### config.mk
export PLATFORM = sky130hd
export DESIGN_NAME = ifns_4di_rx_decoder
export DESIGN_NICKNAME = d
export VERILOG_FILES = /design/src/rtl/ifns_pkg.sv /design/src/rtl/ifns_4di_dec_core.sv /design/src/rtl/ifns_4di_rx_decoder.sv
export SDC_FILE = /design/constraint.sdc
export NUM_CORES = 1
export LEC_CHECK = 0
export CELL_PAD_IN_SITES_DETAIL_PLACEMENT = 2
export CELL_PAD_IN_SITES_GLOBAL_PLACEMENT = 2
export CORE_MARGIN = 4
export CORE_UTILIZATION = 30
export DETAILED_ROUTE_END_ITERATION = 10
export PLACE_DENSITY_LB_ADDON = 0.1
export REMOVE_ABC_BUFFERS = 1
export SETUP_SLACK_MARGIN = 0.5
export SYNTH_ARGS = -nofsm -noshare
export SYNTH_HDL_FRONTEND = slang
export SYNTH_HIERARCHICAL = 1
export SYNTH_SLANG_ARGS = --single-unit
### constraint.sdc
create_clock -name clk -period 2.4 [get_ports clk]
set_input_delay 0.6 -clock clk [delete_from_list [all_inputs] [get_ports clk]]
set_output_delay 0.6 -clock clk [all_outputs]
set_load 0.02 [all_outputs]
### src/rtl/ifns_pkg.sv
// Shared constants for the 4-bit/5-bit lane decoder: widths, lane weights and legal codeword table.
// Legality helpers are only referenced when IFNS_CHK_EN is defined.
package ifns_pkg;

  localparam int CW_W      = 5;
  localparam int DATA_W    = 4;
  localparam int NUM_LEGAL = 16;
  localparam int CNT_W     = 8;

  localparam logic [DATA_W-1:0] WT_D5 = 4'd8;
  localparam logic [DATA_W-1:0] WT_D4 = 4'd3;
  localparam logic [DATA_W-1:0] WT_D3 = 4'd2;
  localparam logic [DATA_W-1:0] WT_D2 = 4'd1;
  localparam logic [DATA_W-1:0] WT_D1 = 4'd1;

  // Entry v sits at bits [5v+4:5v]; it is the unique legal codeword whose weighted sum is v.
  localparam logic [NUM_LEGAL*CW_W-1:0] LEGAL_CW_TBL = {
    5'b11111, 5'b11110, 5'b11100, 5'b11001,
    5'b11000, 5'b10011, 5'b10001, 5'b10000,
    5'b01111, 5'b01110, 5'b01100, 5'b00111,
    5'b00110, 5'b00011, 5'b00001, 5'b00000
  };

  // The sum is a bijection on legal words, so one table lookup by value settles legality.
  function automatic logic cw_is_legal(input logic [CW_W-1:0] cw, input logic [DATA_W-1:0] value);
    return (LEGAL_CW_TBL[int'(value)*CW_W +: CW_W] == cw);
  endfunction

  function automatic logic [CNT_W-1:0] sat_inc(input logic [CNT_W-1:0] cnt);
    return (cnt == {CNT_W{1'b1}}) ? cnt : cnt + 8'd1;
  endfunction

endpackage

### src/rtl/ifns_4di_dec_core.sv
// Single-lane combinational decode of a 5-bit codeword into its 4-bit weighted sum.
// With IFNS_CHK_EN defined it also reports whether the codeword is outside the legal set.
module ifns_4di_dec_core
  import ifns_pkg::*;
(
  input  logic [CW_W-1:0]   cw,
`ifdef IFNS_CHK_EN
  output logic              illegal,
`endif
  output logic [DATA_W-1:0] value
);

  // Weighted sum of codeword bits d5..d1; the maximum is 15 so 4 bits never overflow
  always_comb begin
    value = ({DATA_W{cw[4]}} & WT_D5)
          + ({DATA_W{cw[3]}} & WT_D4)
          + ({DATA_W{cw[2]}} & WT_D3)
          + ({DATA_W{cw[1]}} & WT_D2)
          + ({DATA_W{cw[0]}} & WT_D1);
  end

`ifdef IFNS_CHK_EN
  assign illegal = !cw_is_legal(cw, value);
`endif

endmodule

### src/rtl/ifns_4di_rx_decoder.sv
// Two-stage ready/valid decoder for LANES parallel 5-bit codewords into 4-bit values.
// Optional IFNS_CHK_EN adds per-lane illegal-codeword flags and a saturating error-beat counter.
module ifns_4di_rx_decoder
  import ifns_pkg::*;
#(
  parameter int LANES = 4
)
(
  input  logic                    clk,
  input  logic                    rst_n,
  input  logic                    cw_valid,
  input  logic [CW_W*LANES-1:0]   cw_data,
  output logic                    cw_ready,
  output logic                    data_valid,
  output logic [DATA_W*LANES-1:0] data,
  input  logic                    data_ready,
  output logic [LANES-1:0]        cw_err,
  output logic [CNT_W-1:0]        err_cnt
);

  logic                    s1_valid_r;
  logic [CW_W*LANES-1:0]   s1_data_r;
  logic                    s2_valid_r;
  logic [DATA_W*LANES-1:0] s2_data_r;
  logic [DATA_W*LANES-1:0] dec_data_s;
  logic                    s1_load_s;
  logic                    s2_free_s;
  logic                    s2_load_s;

  assign s2_free_s = !s2_valid_r || data_ready;
  assign s2_load_s = s1_valid_r && s2_free_s;
  assign cw_ready  = !s1_valid_r || !s2_valid_r || data_ready;
  assign s1_load_s = cw_valid && cw_ready;

  assign data_valid = s2_valid_r;
  assign data       = s2_data_r;

`ifdef IFNS_CHK_EN
  logic [LANES-1:0]        dec_err_s;
  logic [LANES-1:0]        s2_err_r;
  logic [CNT_W-1:0]        err_cnt_r;
`endif

  for (genvar i = 0; i < LANES; i++) begin : g_lane
    ifns_4di_dec_core u_core (
      .cw      (s1_data_r[i*CW_W +: CW_W]),
`ifdef IFNS_CHK_EN
      .illegal (dec_err_s[i]),
`endif
      .value   (dec_data_s[i*DATA_W +: DATA_W])
    );
  end

  // Input stage: take an accepted beat, or empty once the beat has moved on to S2
  always_ff @(posedge clk or negedge rst_n) begin
    if (!rst_n) begin
      s1_valid_r <= 1'b0;
      s1_data_r  <= '0;
    end else if (s1_load_s) begin
      s1_valid_r <= 1'b1;
      s1_data_r  <= cw_data;
    end else if (s2_load_s) begin
      s1_valid_r <= 1'b0;
    end else begin
      s1_valid_r <= s1_valid_r;
    end
  end

  // Output stage: load decoded lanes when free, otherwise hold for the consumer
  always_ff @(posedge clk or negedge rst_n) begin
    if (!rst_n) begin
      s2_valid_r <= 1'b0;
      s2_data_r  <= '0;
    end else if (s2_load_s) begin
      s2_valid_r <= 1'b1;
      s2_data_r  <= dec_data_s;
    end else if (s2_free_s) begin
      s2_valid_r <= 1'b0;
    end else begin
      s2_valid_r <= s2_valid_r;
    end
  end

`ifdef IFNS_CHK_EN
  // Error flags travel with the decoded word; the counter steps once per delivered bad word
  always_ff @(posedge clk or negedge rst_n) begin
    if (!rst_n) begin
      s2_err_r  <= '0;
      err_cnt_r <= '0;
    end else begin
      if (s2_load_s) begin
        s2_err_r <= dec_err_s;
      end else begin
        s2_err_r <= s2_err_r;
      end
      if (s2_valid_r && data_ready && (|s2_err_r)) begin
        err_cnt_r <= sat_inc(err_cnt_r);
      end else begin
        err_cnt_r <= err_cnt_r;
      end
    end
  end

  assign cw_err  = s2_err_r;
  assign err_cnt = err_cnt_r;
`else
  assign cw_err  = '0;
  assign err_cnt = 8'd0;
`endif

endmodule

==> results of run 1 <==
final timing paths:
kind                                     from       endpoint  slack [ns]  cells past startpoint
worst min register to register  s1_data_r[19]  s1_data_r[19]        0.51                      1
max in group asynchronous               rst_n   s1_data_r[3]        1.93                      2
worst min-delay path                    rst_n  s1_data_r[10]        0.27                      2
worst max register to register  s1_data_r[15]       data[13]        0.63                      5
min in group clk                s1_data_r[19]  s1_data_r[19]        0.51                      1
worst max-delay path                 data[15]       data[15]        0.56                      1
routing by layer:
layer,track usage,vias to the layer above
li1,-,470
met1,0.1269,541
met2,0.1983,35
met3,0.03041,2
met4,0.03248,0
met5,0,-
metrics by stage:
step           hold WS (ns)  TNS [ns]  setup WS [ns]
2_1_floorplan        0.3044         0         0.7222
3_3_place_gp         0.4897         0       0.004871
3_5_place_dp         0.4930  -0.04410       -0.04410
4_1_cts              0.2777         0         0.4296
5_1_grt              0.2706         0         0.5008
6_report             0.2736         0         0.5620
logic make-up (layout without fill, tap and decap cells):
family | Yosys count | after routing | share of synthesized area
buf+inv | 47 | 79 | 0.1401
flops | 38 | 38 | 0.4816
mux | 36 | 36 | 0.2624
fa+ha+maj | 8 | 8 | 0.08111
simple gates | 6 | 6 | 0.03296
other cells | 1 | 12 | 0.001899
layout make-up:
| class | instances | area share |
|---|---|---|
| multi-input cells | 62 | 0.3136 |
| flip-flops and latches | 38 | 0.3783 |
| clock inverters | 3 | 0.01593 |
| clock buffers | 5 | 0.02738 |
| well taps | 77 | 0.03833 |
| repair buffers | 43 | 0.1847 |
| inverters | 28 | 0.04181 |
layout by cell type, fill, tap and decap left out:
cell type        netlist  routed
dfrtp_1               38      38
mux2_4                30      30
inv_1                 28      28
clkdlybuf4s50_1        0      24
dlymetal6s2s_1         0      14
conb_1                 1      12
fa_1                   8       8
mux2_2                 6       6
clkbuf_8               0       5
nand2_4                2       2
clkinv_2               0       2
buf_4                 16       2
nand3b_4               1       1
nand2b_2               1       1
or2b_1                 1       1
nand2b_1               1       1
bufinv_16              0       1
buf_2                  0       1
dlygate4sd2_1          0       1
buf_12                 2       1
flip-flops by register name, summed over array words and instances (netlist names):
signal	count
data	16
s1_data_r	20
data_valid	1
s1_valid_r	1
power by group through the flow:
stage / Combinational [mW] / Clock [mW] / Sequential, mW
after detailed placement: 0.900 / 0 / 0.917
after floorplan: 0.381 / 0 / 1.04
after global placement: 0.863 / 0 / 0.906
after CTS: 0.900 / 0.552 / 0.908
after global routing: 0.941 / 0.598 / 0.925
final: 0.856 / 0.535 / 0.899
==> impl_metrics.toml, run 1 <==
[synth]
synth_top_area_share = 0.4816
syn_area_mm2 = 0.001974
yosysTopAreaCell = "dfrtp_1"
synth-warning-count = 6
ys_types = 14
synthArstFlopShare = 1.000
synth_top_cells_by_count = "dfrtp_1 (38), mux2_4 (30), inv_1 (28)"
synth_edf_count = 0
syn_avg_cell_area_um2 = 14.52
dominantRegCellSynth = "dfrtp_1"
synth.most_common_cell = "dfrtp_1"
synthTopCellsByArea = "dfrtp_1 (48%), mux2_4 (23%), fa_1 (8.1%)"
syn_inst = 136
ys_ff_latch = 38
yosysSeqAreaShare = 0.4816

[power]
switching_power_uw = 708.6
clkPwrFrac = 0.234
pwr-share-seq = 0.392
p_comb_frac = 0.374
ir_drop_uv = 372.5
p_leak_nw = 1.367
powerDensity_mw_per_mm2 = 910.9
intPower_mw = 1.581
switching_share = 0.3095
finalPower_mw = 2.290

[job]
drv_cap = 0

[clocking]
cts_sinks = 38
cts_setup_buffers = 0
clock_path_buffers = 2
cts_resized = 6
clk_pin_slew_ns = 0.08
htreeDepth = 2
cts_root_buf = "clkbuf_8"
cts_hold_buf = 0
cts_tree = "done"
clk_latency_ns = 0.28
numCtsBuffers = 5

[timing]
clock.fmax_mhz = 544.1
fin_worst_skew_ns = 0.004573
finalSetupViolCount = 0
hold_violations = 0
grt_setup_unrepaired = "false"
period_share = 0.7658
finalMaxSlewViolations = 0
post-route-min-period_ns = 1.838

[critical_path]
cp.arrival_ns = 1.24
crit_fanout = 2
worst_path_max_delay_cell = "clkdlybuf4s50_1"
path_cells = "clkdlybuf4s50_1"
end_kind = "output pin"
crit_required_ns = 1.80
cp_top_family = "buffers and inverters"
crit_type = "register to output pin"
critPathMaxStageDelay_ns = 0.60
path_buf_inv = 1
critPathLaunchType = "register"

[worst_hold_path]
holdCritPathClass = "input pin to async pin"

[placed_design]
dp_hpwl_mm = 2.793
dp.cells = 248
gp_congestion = 0.7167
portBuffers = 41
dpl_cell_area_mm2 = 0.002374

[detailed_routing]
dr_wl_met2_mm = 2.042
drtPass1Iterations = 4
avgRoutedWirePerCell_um = 14.79
drc = 0
met3_length_um = 222
drt-initial-drc-count = 19
wl_met1_mm = 1.498
drt-total-wl_mm = 3.787
highest_layer = "met4"
vias_per_cell = 4.094
drtAntennaViolNets = 0
num_vias = 1048

[final_layout]
diodes = 0
instances_no_fill = 256
fin_nets = 210
final_cell_area_mm2 = 0.002514
final_core_util = 0.3936
drive_above_1_share = 0.2905
seqCellArea_um2 = 950.9
multi_input_area_um2 = 788.3
syn_to_final_growth_pct = 27.31
nFillCells = 654

[floorplan]
num_rows = 29
initial_core_util = 0.3092
die_height_um = 89.13
fp.coreArea_mm2 = 0.006386
boundaryPins = 54
die-area_mm2 = 0.007943
die_width_um = 89.13

[grt]
grt_overflow_total = 0
grt_pass1_wl_mm = 6.499
grt_pass1_vias = 1264
track_usage = 0.1101
antenna_found_initial = 0
grt_max_degree = 39

[status]
outcome = "finished, final reports clean"
(Power assumes the default switching activity.)
==> inputs of run 2 (changes only) <==
- CORE_UTILIZATION: 30 -> 29
- clock period: 2.4 -> 1.63 ns (I/O delays scaled with it)
==> impl_metrics.toml, run 2 (synthesis results as in run 1) <==
[status]
outcome = "finished with violations"
violations = "setup timing"

[critical_path]
cp_top_family = "adder cells"
reg2reg_slack_ns = -0.09
critPathMaxStageDelay_ns = 0.52
path_cells = "inv_2 > fa_2 > fa_2 > inv_1 > mux2_2"
crit_required_ns = 1.80
reg2reg_depth = 5
end_kind = "register"
critPathLaunchType = "register"
crit_top_cell = "fa_2"
path_buf_inv = 2
crit_type = "register to register"
worst_path_max_delay_cell = "fa_2"
crit_fanout = 2
r2r-end = "data[1]"
cp.arrival_ns = 1.89
rr_startpoint = "s1_data_r[0]"

[final_layout]
layout_commonest_cell = "dfrtp_1"
largest-register = "s1_data_r"
syn_to_final_growth_pct = 48.80
seqCellArea_um2 = 950.9
mostFrequentLayoutCells = "dfrtp_1 (38), mux2_4 (33), buf_4 (26), buf_6 (22), clkdlybuf4s50_1 (20)"
largest_reg_flops = 20
fin_nets = 246
multi_input_area_um2 = 834.6
diodes = 0
nFillCells = 634
drive_above_1_share = 0.5581

[timing]
finalMaxSlewViolations = 0
period_share = 1.057
grt_setup_unrepaired = "true"
post-route-min-period_ns = 1.722
hold_ws_ns = 0.03512
clock.fmax_mhz = 580.6
fin_ws_ns = -0.09225
fin_worst_skew_ns = 0.01497
finalSetupViolCount = 4
hold_violations = 0
fin_tns_setup_ns = -0.2680

[power]
pwr-share-seq = 0.353
finalPower_mw = 3.868
intPower_mw = 2.676
clkPwrFrac = 0.209
p_comb_frac = 0.438
ir_drop_uv = 530.2
powerDensity_mw_per_mm2 = 1317
switching_power_mw = 1.192
switching_share = 0.3082
p_leak_nw = 1.499

[grt]
grt_pass1_wl_mm = 7.465
grt_max_degree = 23
antenna_found_initial = 0
grt_overflow_total = 0
track_usage = 0.1148
grt_pass1_vias = 1458

[clocking]
cts_root_buf = "clkbuf_8"
clk_pin_slew_ns = 0.09
cts_hold_buf = 0
htreeDepth = 2
clock_path_buffers = 2
clk_latency_ns = 0.29
cts_tree = "done"
numCtsBuffers = 5
cts_sinks = 38

[floorplan]
die-area_mm2 = 0.008192
initial_core_util = 0.3040
boundaryPins = 54
num_rows = 29
fp.coreArea_mm2 = 0.006495
die_width_um = 90.51
die_height_um = 90.51

[placed_design]
gp_congestion = 0.7612
dp_hpwl_mm = 3.179
portBuffers = 41
dp_slack_ns = -0.4197

[worst_hold_path]
holdCritPathClass = "input pin to async pin"

[detailed_routing]
drtAntennaViolNets = 0
num_vias = 1202
drt-initial-drc-count = 22
vias_per_cell = 4.116
drtPass1Iterations = 3
drt-total-wl_mm = 4.456
avgRoutedWirePerCell_um = 15.26
drc = 0

[job]
drv_cap = 0
run 2: cell types whose count changed in the layout (fill, tap and decap cells not counted), sizes merged:
cell | before | now
buf | 4 | 57
clkdlybuf4s15 | 0 | 1
clkdlybuf4s50 | 24 | 20
dlymetal6s2s | 14 | 0
run 2: area by class of cell:
cell class                 count  area share
sequential                    38      0.3237
timing repair buffer          79      0.2866
multi-input combinational     62      0.2841
inverter                      28     0.03578
tap                           77     0.03279
clock buffer                   5     0.02342
clock inverter                 3     0.01363
run 2: routing by layer:
metal / share of wire / GRT usage / vias to the layer above / wire length, um
li1: - / - / 544 / -
met1: 0.39 / 0.1330 / 628 / 1727
met2: 0.57 / 0.2094 / 28 / 2547
met3: 0.037 / 0.03083 / 2 / 165
met4: 0.0038 / 0.02679 / 0 / 17
met5: 0 / 0 / - / 0
run 2: what timing repair did:
item | in CTS | in global routing
pin swaps | 3 | 3
endpoints found under the setup margin | 55 | 54
gates cloned | 2 | 0
hold endpoints to repair | 0 | 0
buffers inserted | 11 | 7
resized for setup | 130 | 8
run 2: per-stage QoR:
step                      utilization  instances  cell area [um2]
after global routing           0.4523        292             2938
after global placement         0.3916        264             2544
final                          0.4523        292             2938
after CTS                      0.4402        285             2859
after detailed placement       0.3916        264             2544
after floorplan                     -        128             1844
run 2: power by group through the flow:
stage | sequential, mW | clock [mW] | combinational [mW]
finish | 1.37 | 0.807 | 1.69
detailed placement | 1.36 | 0 | 1.40
CTS | 1.37 | 0.840 | 1.62
global placement | 1.34 | 0 | 1.37
floorplan | 1.53 | 0 | 0.561
global route | 1.40 | 0.889 | 1.83
run 2: how the worst max path moves through the flow:
stage                             start  endpoint  slack, ns  depth (start not counted)
after global routing       s1_data_r[1]   data[1]      -0.14                          5
after global placement       data_ready  cw_ready      -0.38                          3
after floorplan           s1_data_r[15]  data[13]      -0.05                          5
after CTS                 s1_data_r[11]   data[9]      -0.08                          5
after detailed placement     data_ready  cw_ready      -0.42                          3
final                      s1_data_r[0]   data[1]      -0.09                          5
==> inputs of run 3 (changes only) <==
- SETUP_SLACK_MARGIN: 0.5 -> 0.4
==> results of run 3 <==
Final layout, timing and power as in run 2 (identical DEF).
